[src/rtl/icache_port_arbiter.sv]
// rtl/icache_port_arbiter.sv - I-cache port arbiter: demand/prefetch lookup and burst line refill
// Optional prefetch port arbitration is enabled by defining ICACHE_PREFETCH_EN.
module icache_port_arbiter #(
  parameter int WORDS_PER_LINE   = 16,
  parameter int LINE_OFFSET_BITS = 6,
  localparam int WW              = $clog2(WORDS_PER_LINE)
) (
  input  logic          clk,
  input  logic          rst,
  input  logic          flush,
  input  logic          dmd_valid,
  input  logic [31:0]   dmd_addr,
  output logic          dmd_ready,
  input  logic          pf_valid,
  input  logic [31:0]   pf_addr,
  output logic          pf_ready,
  output logic          lookup_valid,
  output logic [31:0]   lookup_addr,
  input  logic          lookup_hit,
  output logic          mem_req,
  output logic [31:0]   mem_addr,
  input  logic          mem_ack,
  input  logic          mem_rvalid,
  input  logic [31:0]   mem_rdata,
  output logic          refill_we,
  output logic [31:0]   refill_addr,
  output logic [WW-1:0] refill_word,
  output logic [31:0]   refill_data,
  output logic          resp_valid,
  output logic [31:0]   resp_addr,
  output logic [31:0]   miss_count,
  output logic [31:0]   pf_issue_count
);

  typedef enum logic [2:0] {IDLE, LOOKUP, REFILL_REQ, REFILL_DATA, RESP} state_t;

`ifdef ICACHE_PREFETCH_EN
  localparam bit PF_EN = 1'b1;
  logic unused_bits;
  assign unused_bits = ^{dmd_addr[LINE_OFFSET_BITS-1:0], pf_addr[LINE_OFFSET_BITS-1:0]};
`else
  localparam bit PF_EN = 1'b0;
  logic unused_bits;
  assign unused_bits = ^{dmd_addr[LINE_OFFSET_BITS-1:0], pf_valid, pf_addr};
`endif

  localparam logic [WW-1:0] LAST_BEAT = WW'(WORDS_PER_LINE - 1);

  state_t        state, state_d;
  logic [31:0]   line_q;
  logic          src_q;
  logic          drop_q;
  logic [WW-1:0] beat_q;
  logic          accept_dmd, accept_pf, miss_inc, set_drop, beat_inc, beat_clr;
  logic          drop_now;

  // A flush seen in the current cycle counts as dropped immediately.
  assign drop_now    = drop_q | (flush & src_q);
  assign lookup_addr = line_q;
  assign mem_addr    = line_q;
  assign refill_addr = line_q;
  assign resp_addr   = line_q;
  assign refill_word = beat_q;
  assign refill_data = refill_we ? mem_rdata : 32'h0;

  always_comb begin
    state_d      = state;
    dmd_ready    = 1'b0;
    pf_ready     = 1'b0;
    lookup_valid = 1'b0;
    mem_req      = 1'b0;
    refill_we    = 1'b0;
    resp_valid   = 1'b0;
    accept_dmd   = 1'b0;
    accept_pf    = 1'b0;
    miss_inc     = 1'b0;
    set_drop     = 1'b0;
    beat_inc     = 1'b0;
    beat_clr     = 1'b0;
    if (!rst) begin
      case (state)
        IDLE: begin
          dmd_ready = !flush;
          pf_ready  = PF_EN && !dmd_valid && !flush;
          if (dmd_valid && !flush) begin
            accept_dmd = 1'b1;
            state_d    = LOOKUP;
          end else if (pf_valid && pf_ready) begin
            accept_pf = 1'b1;
            state_d   = LOOKUP;
          end
        end
        LOOKUP: begin
          lookup_valid = 1'b1;
          set_drop     = flush & src_q;
          if (lookup_hit) begin
            state_d = (src_q && !drop_now) ? RESP : IDLE;
          end else begin
            miss_inc = 1'b1;
            state_d  = REFILL_REQ;
          end
        end
        REFILL_REQ: begin
          mem_req  = 1'b1;
          set_drop = flush & src_q;
          // Once acked, the burst must run to completion even under flush.
          if (mem_ack) begin
            beat_clr = 1'b1;
            state_d  = REFILL_DATA;
          end else if (flush) begin
            state_d = IDLE;
          end
        end
        REFILL_DATA: begin
          set_drop = flush & src_q;
          if (mem_rvalid) begin
            refill_we = 1'b1;
            beat_inc  = 1'b1;
            if (beat_q == LAST_BEAT)
              state_d = (src_q && !drop_now) ? RESP : IDLE;
          end
        end
        RESP: begin
          resp_valid = !flush;
          state_d    = IDLE;
        end
        default: state_d = IDLE;
      endcase
    end
  end

  always_ff @(posedge clk) begin
    if (rst) begin
      state          <= IDLE;
      line_q         <= 32'h0;
      src_q          <= 1'b1;
      drop_q         <= 1'b0;
      beat_q         <= '0;
      miss_count     <= 32'h0;
      pf_issue_count <= 32'h0;
    end else begin
      state <= state_d;
      if (accept_dmd) begin
        line_q <= {dmd_addr[31:LINE_OFFSET_BITS], {LINE_OFFSET_BITS{1'b0}}};
        src_q  <= 1'b1;
      end
`ifdef ICACHE_PREFETCH_EN
      else if (accept_pf) begin
        line_q <= {pf_addr[31:LINE_OFFSET_BITS], {LINE_OFFSET_BITS{1'b0}}};
        src_q  <= 1'b0;
      end
      if (accept_pf)
        pf_issue_count <= pf_issue_count + 32'd1;
`endif
      if (state_d == IDLE)
        drop_q <= 1'b0;
      else if (set_drop)
        drop_q <= 1'b1;
      if (beat_clr)
        beat_q <= '0;
      else if (beat_inc)
        beat_q <= beat_q + 1'b1;
      if (miss_inc)
        miss_count <= miss_count + 32'd1;
    end
  end

endmodule
[config.mk]
export PLATFORM = sky130hd
export DESIGN_NAME = icache_port_arbiter
export DESIGN_NICKNAME = d
export VERILOG_FILES = /design/src/rtl/icache_port_arbiter.sv
export SDC_FILE = /design/constraint.sdc
export NUM_CORES = 1
export LEC_CHECK = 0
export ABC_CLOCK_PERIOD_IN_PS = 1970
export CAP_MARGIN = 5
export CORE_ASPECT_RATIO = 0.5
export CORE_UTILIZATION = 30
export DETAILED_ROUTE_END_ITERATION = 6
export MAX_ROUTING_LAYER = met4
export PLACE_DENSITY = 0.7
export SYNTH_ARGS = -nofsm -noshare
export SYNTH_HDL_FRONTEND = slang
export SYNTH_SLANG_ARGS = --single-unit
[constraint.sdc]
create_clock -name clk -period 1.97 [get_ports clk]
set_input_delay 0.394 -clock clk [delete_from_list [all_inputs] [get_ports clk]]
set_output_delay 0.394 -clock clk [all_outputs]
set_load 0.03 [all_outputs]
-- Yosys cells after proc, flatten, opt, wreduce, memory -nomap -nowiden
Index checks and enable logic that the tools add are counted.
- flip-flop bits (word level): 66
- bits in latches: 0
- memory bits (writable): 0
- bits in read-only memories: 0
- bits of input ports: 104
- output and inout port bits: 234
- word-level logic and storage cells: 52
- memories kept: 0
- add/sub/neg operators: 2
- $mul: 0
- divide/modulo/power cells: 0
- magnitude comparators: 0
- equality and inequality tests: 5
- shifts and indexed selects: 0
- multiplexer cells: 32
- bitwise logic cells: 1
- reductions and logical operators: 7
- operator list (kind ; number):
    $add A32 B1 Y32 const B ; 1
    $mux W32 ; 1
    $mux W3 ; 8
    $mux W1 ; 22
    $pmux W3 S4 ; 1
    $eq A3 B2 Y1 const B ; 2
    $logic_not A3 Y1 ; 2
    $add A4 B1 Y4 const B ; 1
    $eq A4 B4 Y1 const B ; 1
    $reduce_or A2 Y1 ; 2
    $eq A3 B1 Y1 const B ; 1
    $eq A3 B3 Y1 const B ; 1
    $reduce_or A3 Y1 ; 1
    $logic_and A1 B1 Y1 ; 1
    $logic_not A1 Y1 ; 1
    $or A1 B1 Y1 ; 1

-- Longest topological paths before layout
Gate-level depths: netlist of the first run.
- depth after elaboration: 8
- depth in mapped cells: 7
- mapped depth without buffers: 5

-- Worst setup path before layout of the first run
No wires, ideal clock.
- path type: input-to-output
- from: in rst
- to: out dmd_ready
- arrival: 1.969 ns
- data required time: 1.576 ns
- slack: -0.393 ns
- stages: 4
- buffers on the path: 2
- cell sequence: clkbuf_1 buf_1 or2_2 nor4_1
- word-level cells in the longest chain between the ends: 1
- RTL lines (item ; line ; source):
    start, declared ; 9 ; input logic rst,
    $mux W1 ; 80 ; if (!rst) begin
    end, declared ; 13 ; output logic dmd_ready,
Every way passes these cells.

-- Final worst setup path of the first run
- from: reg state[2]
- to: out refill_data[24]
- word-level cells in the longest chain between the ends: 4
- RTL lines (item ; line ; source):
    start, declared ; 49 ; state_t state, state_d;
    start signal, assigned ; 142 ; state <= state_d;
    $eq A3 B2 Y1 ; 81 ; case (state)
    $mux W1 ; 81 ;
    $mux W1 ; 80 ;
    $mux W32 ; 64 ; assign refill_data = refill_we ? mem_rdata : 32'h0;
    end, declared ; 28 ; output logic [31:0] refill_data,
Every way passes these cells.

==> results of run 1 <==
-- registers in the layout, indices dropped and copies added, names as in the netlist --
| name | count |
|---|---|
| drop_q | 1 |
| lookup_addr | 26 |
| miss_count | 32 |
| refill_word | 4 |
| state | 3 |
-- routing by layer --
layer / GRT usage / vias up
met2: 0.285 / 139
met4: 0.0393 / 0
met1: 0.166 / 1898
li1: - / 1988
met3: 0.0281 / 10
met5: - / -
-- power groups by stage --
stage	registers (mW)	logic, mW	clock network (mW)
floorplan	1.48	0.613	0
detailed placement	1.43	0.852	0
finish	1.40	0.862	1.62
global placement	1.43	0.846	0
global route	1.41	0.902	1.72
CTS	1.40	0.860	1.66
-- final cells by class --
| class | instances | area [µm²] | area share |
|---|---|---|---|
| Multi-Input combinational cell | 359 | 2140 | 0.309 |
| Clock inverter | 4 | 51.3 | 0.00741 |
| Sequential cell | 66 | 1330 | 0.192 |
| Clock buffer | 12 | 246 | 0.0356 |
| Inverter | 6 | 22.5 | 0.00325 |
| Timing Repair Buffer | 285 | 2890 | 0.417 |
| Tap cell | 192 | 240 | 0.0347 |
-- how the worst min path moves through the flow --
stage / cells past startpoint / slack [ns] / start / endpoint
floorplan: 2 / 0.48 / drop_q / drop_q
global placement: 2 / 0.48 / lookup_addr[7] / lookup_addr[7]
detailed placement: 2 / 0.49 / lookup_addr[28] / lookup_addr[28]
CTS: 2 / 0.50 / lookup_addr[28] / lookup_addr[28]
global route: 2 / 0.53 / lookup_addr[15] / lookup_addr[15]
finish: 2 / 0.49 / lookup_addr[28] / lookup_addr[28]
-- layout by cell type (no fill, tap or decap), types with 13 or more instances in the layout --
cell type,instances
buf_6,35
and2_4,32
nand3_1,13
buf_4,37
clkdlybuf4s50_1,200
dfxtp_1,63
conb_1,57
a21oi_1,38
nand2_1,64
nor2_1,28
-- cells by family after synthesis --
logic type                 synth area share
and+or+nand+nor                       0.279
buffers and inverters                 0.269
DFF                                   0.313
AOI/OAI and AO/OA                    0.0760
muxes                                0.0368
xor gates and xnor gates             0.0187
adders and majority gates           0.00594
other                              0.000890
-- tightest hold or removal path, cell delays in order, from the launching register on --
cell and delay [ns]:
dfxtp_1 0.33, nand2_1 0.06, a21oi_1 0.05
-- what timing repair did --
action	CTS	global route
gates cloned	2	1
pin swaps	11	18
gates resized for setup	75	18
setup buffers	4	2
setup endpoints to repair	35	46
==> results_dict.tcl, run 1 <==
set metrics [dict create \
    status "finished with violations" \
    violations "negative setup slack" \
    met3WireLength_um 522 \
    portBuffers 241 \
    slowest_stage "dfxtp_4" \
    ir_drop_uv 383 \
    drive_gt1_frac 0.217 \
    max_freq_ghz 0.488 \
    drt_wl_total_um 11700 \
    n_antenna_cell 0 \
    post-route-drc-count 0 \
    p_sw_mw 1.16 \
    grt_pass1_wl_um 17300 \
    die-area_mm2 0.0146 \
    yosysSeqAreaShare 0.313 \
    hp-class "flop to flop" \
    stdcell_area_mm2 0.00692 \
    top_layer_used "met4" \
    wl_per_cell_um 12.7 \
    setup_slack_ns -0.0799 \
    ys_ff_latch 66 \
    dp_slack_ns -0.354 \
    r2r_end "miss_count[30]" \
    placed_area_mm2 0.00620 \
    antenna_found_initial 0 \
    worst-r2r-setup-slack_ns 0.10 \
    cts_tree "built" \
    vias 4035 \
    crit_family "simple AND/OR/NAND/NOR gates" \
    clkSinkCount 66 \
    arrival_ns 1.66 \
    place_congestion 0.797 \
    rows 30 \
    synth.distinct_cells 40 \
    grt_max_degree 40 \
    fin_util 0.508 \
    start_util 0.309 \
    crit_cells 6 \
    p_total_mw 3.88 \
    htreeDepth 3 \
    pwr-share-clk 0.417 \
    hold_viol_final 0 \
    ant_nets 0 \
    synth_top_area_share 0.313 \
    fp.dieW_um 170 \
    viasPerCell 4.37 \
    synth_most_common_cell "buf_4" \
    cp-end-kind "output pin" \
    dr.first_iter.drc_count 140 \
    layout_min_cycle_time_ns 2.05 \
    critPathMaxStageDelay_ns 0.34 \
    synth_edf_count 0 \
    syn_avg_cell_area_um2 7.89 \
    r2r-start "miss_count[22]" \
    netlist_area_mm2 0.00422 \
    syn_inst 534 \
    fin_cells 924 \
    globalRouteOverflowTotal 0 \
    critPathLaunchType "flop" \
    synth_area_leaders "dfxtp_1 (31%), buf_4 (24%), nand2_1 (5.7%)" \
    setup_tns_ns -1.76 \
    pwr_density_cell_mw_per_mm2 560 \
    dr.pass1.iters 4 \
    cts_root_buf "clkbuf_16" \
    synth_common_cells "buf_4 (135), dfxtp_1 (66), nand2_1 (64)" \
    dp_cells 900 \
    endpoint "refill_data[24]" \
    finalMaxSlewViolations 0 \
    core_mm2 0.0136 \
    swShare 0.298 \
    reg2regPathDepth 4 \
    met1_length_um 4780 \
    async_reset_ff_frac 0 \
    yosysWarnings 0 \
    clk_latency_ns 0.33 \
    ys.flop_type "dfxtp_1" \
    cp.required_ns 1.58 \
    yosys.area.top_type "dfxtp_1" \
    cts-buffers-inserted 9 \
    area_growth_pct 64.3 \
    path_cells "nand4b_1 -> nor2_4 -> buf_12 -> clkbuf_16 -> and2_4 -> buf_6" \
    min_period_over_period 1.04 \
    pwr-share-comb 0.222 \
    clockBufferDepth 2 \
    grt_pass1_vias 3511 \
    pin_count 338 \
    critPathMaxFanout 8 \
    rsz0062_at_grt "yes" \
    nNetsFinal 833 \
    p_seq_frac 0.361 \
    met2WireLength_um 6310 \
    grt_usage 0.152 \
    whs_ns 0.492 \
    fillers 1302 \
    hpwl_um 8370 \
    hold_buffers 0 \
    die-height_um 85.8 \
    setup_violations 32 \
    cap_viol_max_count 0 \
    cts.clk_slew.worst_paths_ns 0.06 \
    finClkSkew_ns 0.00802 \
    cp_num_buf_inv 3 \
    worstSetupPathType "flop to output pin" \
    internal_power_mw 2.72 \
    setup.worst_path.start "state[2]" \
    leakagePower_nw 2.73 \
]
Power figures use the tool's default switching activity.
==> inputs of run 2 (changes only) <==
CTS_BUF_LIST = sky130_fd_sc_hd__clkbuf_4 sky130_fd_sc_hd__clkbuf_8   (was default)
==> run 2 against run 1 <==
Net effect:
- critical endpoint is now refill_data[23]
- the run still ends with negative setup slack left
- first-iteration DRC count down 8.6%
- final area fell by 3.1%
- count of clock-buffer cells in the layout unchanged
- critical path type unchanged
- largest power group is now registers
==> results_dict.tcl, run 2 (synthesis results as in run 1) <==
set metrics [dict create \
    status "finished with violations" \
    violations "negative setup slack" \
    antenna_found_initial 0 \
    met3_usage 0.0309 \
    layout_min_cycle_time_ns 2.07 \
    grt.met1_usage 0.162 \
    hp-class "flop to flop" \
    busiest_layer "met2" \
    critPathLaunchType "flop" \
    pin_count 338 \
    dr.pass1.iters 4 \
    cap_viol_max_count 0 \
    fin_util 0.492 \
    ir_drop_uv 377 \
    nNetsFinal 830 \
    vias 4009 \
    largest_reg_flops 32 \
    finalMaxSlewViolations 0 \
    grt_max_degree 40 \
    finClkSkew_ns 0.0125 \
    cts-buffers-inserted 9 \
    worst-r2r-setup-slack_ns 0.08 \
    globalRouteOverflowTotal 0 \
    p_total_mw 3.45 \
    core_mm2 0.0136 \
    start_util 0.309 \
    critPathMaxFanout 16 \
    fp.dieW_um 170 \
    cp-end-kind "output pin" \
    htreeDepth 3 \
    max_freq_ghz 0.484 \
    hold_depth 2 \
    portBuffers 241 \
    hp-start "lookup_addr[28]" \
    r2r-start "state[2]" \
    setup_violations 32 \
    cp.required_ns 1.58 \
    min_period_over_period 1.05 \
    clkSinkCount 66 \
    reg2regPathDepth 6 \
    leakagePower_nw 2.69 \
    hold_viol_final 0 \
    worstSetupPathType "flop to output pin" \
    n_antenna_cell 0 \
    post-route-drc-count 0 \
    setup_tns_ns -1.94 \
    arrival_ns 1.67 \
    r2r_end "miss_count[28]" \
    drive_gt1_frac 0.207 \
    most-common-layout-cells "clkdlybuf4s50_1 (196), nand2_1 (64), dfxtp_1 (63)" \
    crit_family "simple AND/OR/NAND/NOR gates" \
    clk_latency_ns 0.35 \
    rsz0062_at_grt "yes" \
    die-height_um 85.8 \
    cts.clk_slew.worst_paths_ns 0.08 \
    clockBufferDepth 2 \
    hold_buffers 0 \
    hpwl_um 8370 \
    grt.met2_usage 0.272 \
    cp_num_buf_inv 2 \
    grt_pass1_wl_um 16800 \
    place_congestion 0.797 \
    setup_slack_ns -0.0952 \
    dr.first_iter.drc_count 128 \
    pwr_density_cell_mw_per_mm2 515 \
    final_common_cell "clkdlybuf4s50_1" \
    cts_tree "built" \
    ant_nets 0 \
    slowest_stage "dfxtp_4" \
    grt_pass1_vias 3425 \
    cts_root_buf "clkbuf_8" \
    wl_per_cell_um 12.4 \
    viasPerCell 4.35 \
    area_growth_pct 59.1 \
    grt_usage 0.147 \
    dp_slack_ns -0.354 \
    path_cells "nand4b_1 -> nor2_4 -> buf_8 -> and2_1 -> buf_6" \
    drt_wl_total_um 11400 \
    rows 30 \
    regMostFlops "miss_count" \
    die-area_mm2 0.0146 \
    critPathMaxStageDelay_ns 0.35 \
    holdPathEnd "lookup_addr[28]" \
]
[run 2: changes by cell type in the layout (fill, tap and decap cells not counted), sizes merged]
cell	change
buf	-2
clkbuf	-1
clkdlybuf4s50	-4
dlygate4sd2	+1
dlymetal6s2s	+3
[run 2: timing repair]
item / CTS / global route
setup buffers: 5 / 1
endpoints found under the setup margin: 38 / 51
gates cloned: 2 / 0
resized for setup: 45 / 47
pin swaps: 1 / 12
[run 2: area by class of cell]
type / instances / area [µm²]
repair buffers: 282 / 2800
clock buffers: 12 / 153
inverters: 6 / 22.5
clock inverters: 4 / 51.3
multi-input cells: 359 / 2110
flip-flops and latches: 66 / 1330
fillers: 1331 / 6920
well taps: 192 / 240
[run 2: per-layer routing]
metal,part of all wire,wire length [µm],vias up
met5,0,0,-
met4,0.0096,110,0
met3,0.053,600,11
met2,0.54,6190,143
met1,0.40,4520,1879
li1,-,-,1976
[run 2: worst max path at each step]
stage | start | cells after the start | end | slack, ns
after floorplan | rst | 4 | dmd_ready | -0.06
after global placement | lookup_hit | 6 | miss_count[31] | -0.33
after detailed placement | lookup_hit | 6 | miss_count[31] | -0.35
after CTS | state[2] | 6 | refill_data[30] | -0.11
after global routing | state[2] | 5 | refill_data[23] | -0.18
final | state[2] | 5 | refill_data[23] | -0.1
[run 2: where the power goes]
group | switching (mW) | total [mW] | internal [mW]
registers | 0.0363 | 1.40 | 1.36
logic | 0.516 | 0.859 | 0.343
clock network | 0.546 | 1.19 | 0.648
[run 2: worst reg2reg max path, cell delays in order (launching register included)]
cell,delay [ns]
dfxtp_4,0.35
buf_4,0.15
nor4bb_1,0.28
nand4_1,0.13
buf_4,0.21
nor4_1,0.29
mux2_2,0.36
[run 2: through the flow]
stage | hold slack, ns | cell area [µm²] | cells
final | 0.495 | 6710 | 921
after global routing | 0.530 | 6710 | 921
after CTS | 0.502 | 6620 | 923
after detailed placement | 0.492 | 6200 | 900
after global placement | 0.483 | 6200 | 900
after floorplan | 0.477 | 4450 | 590
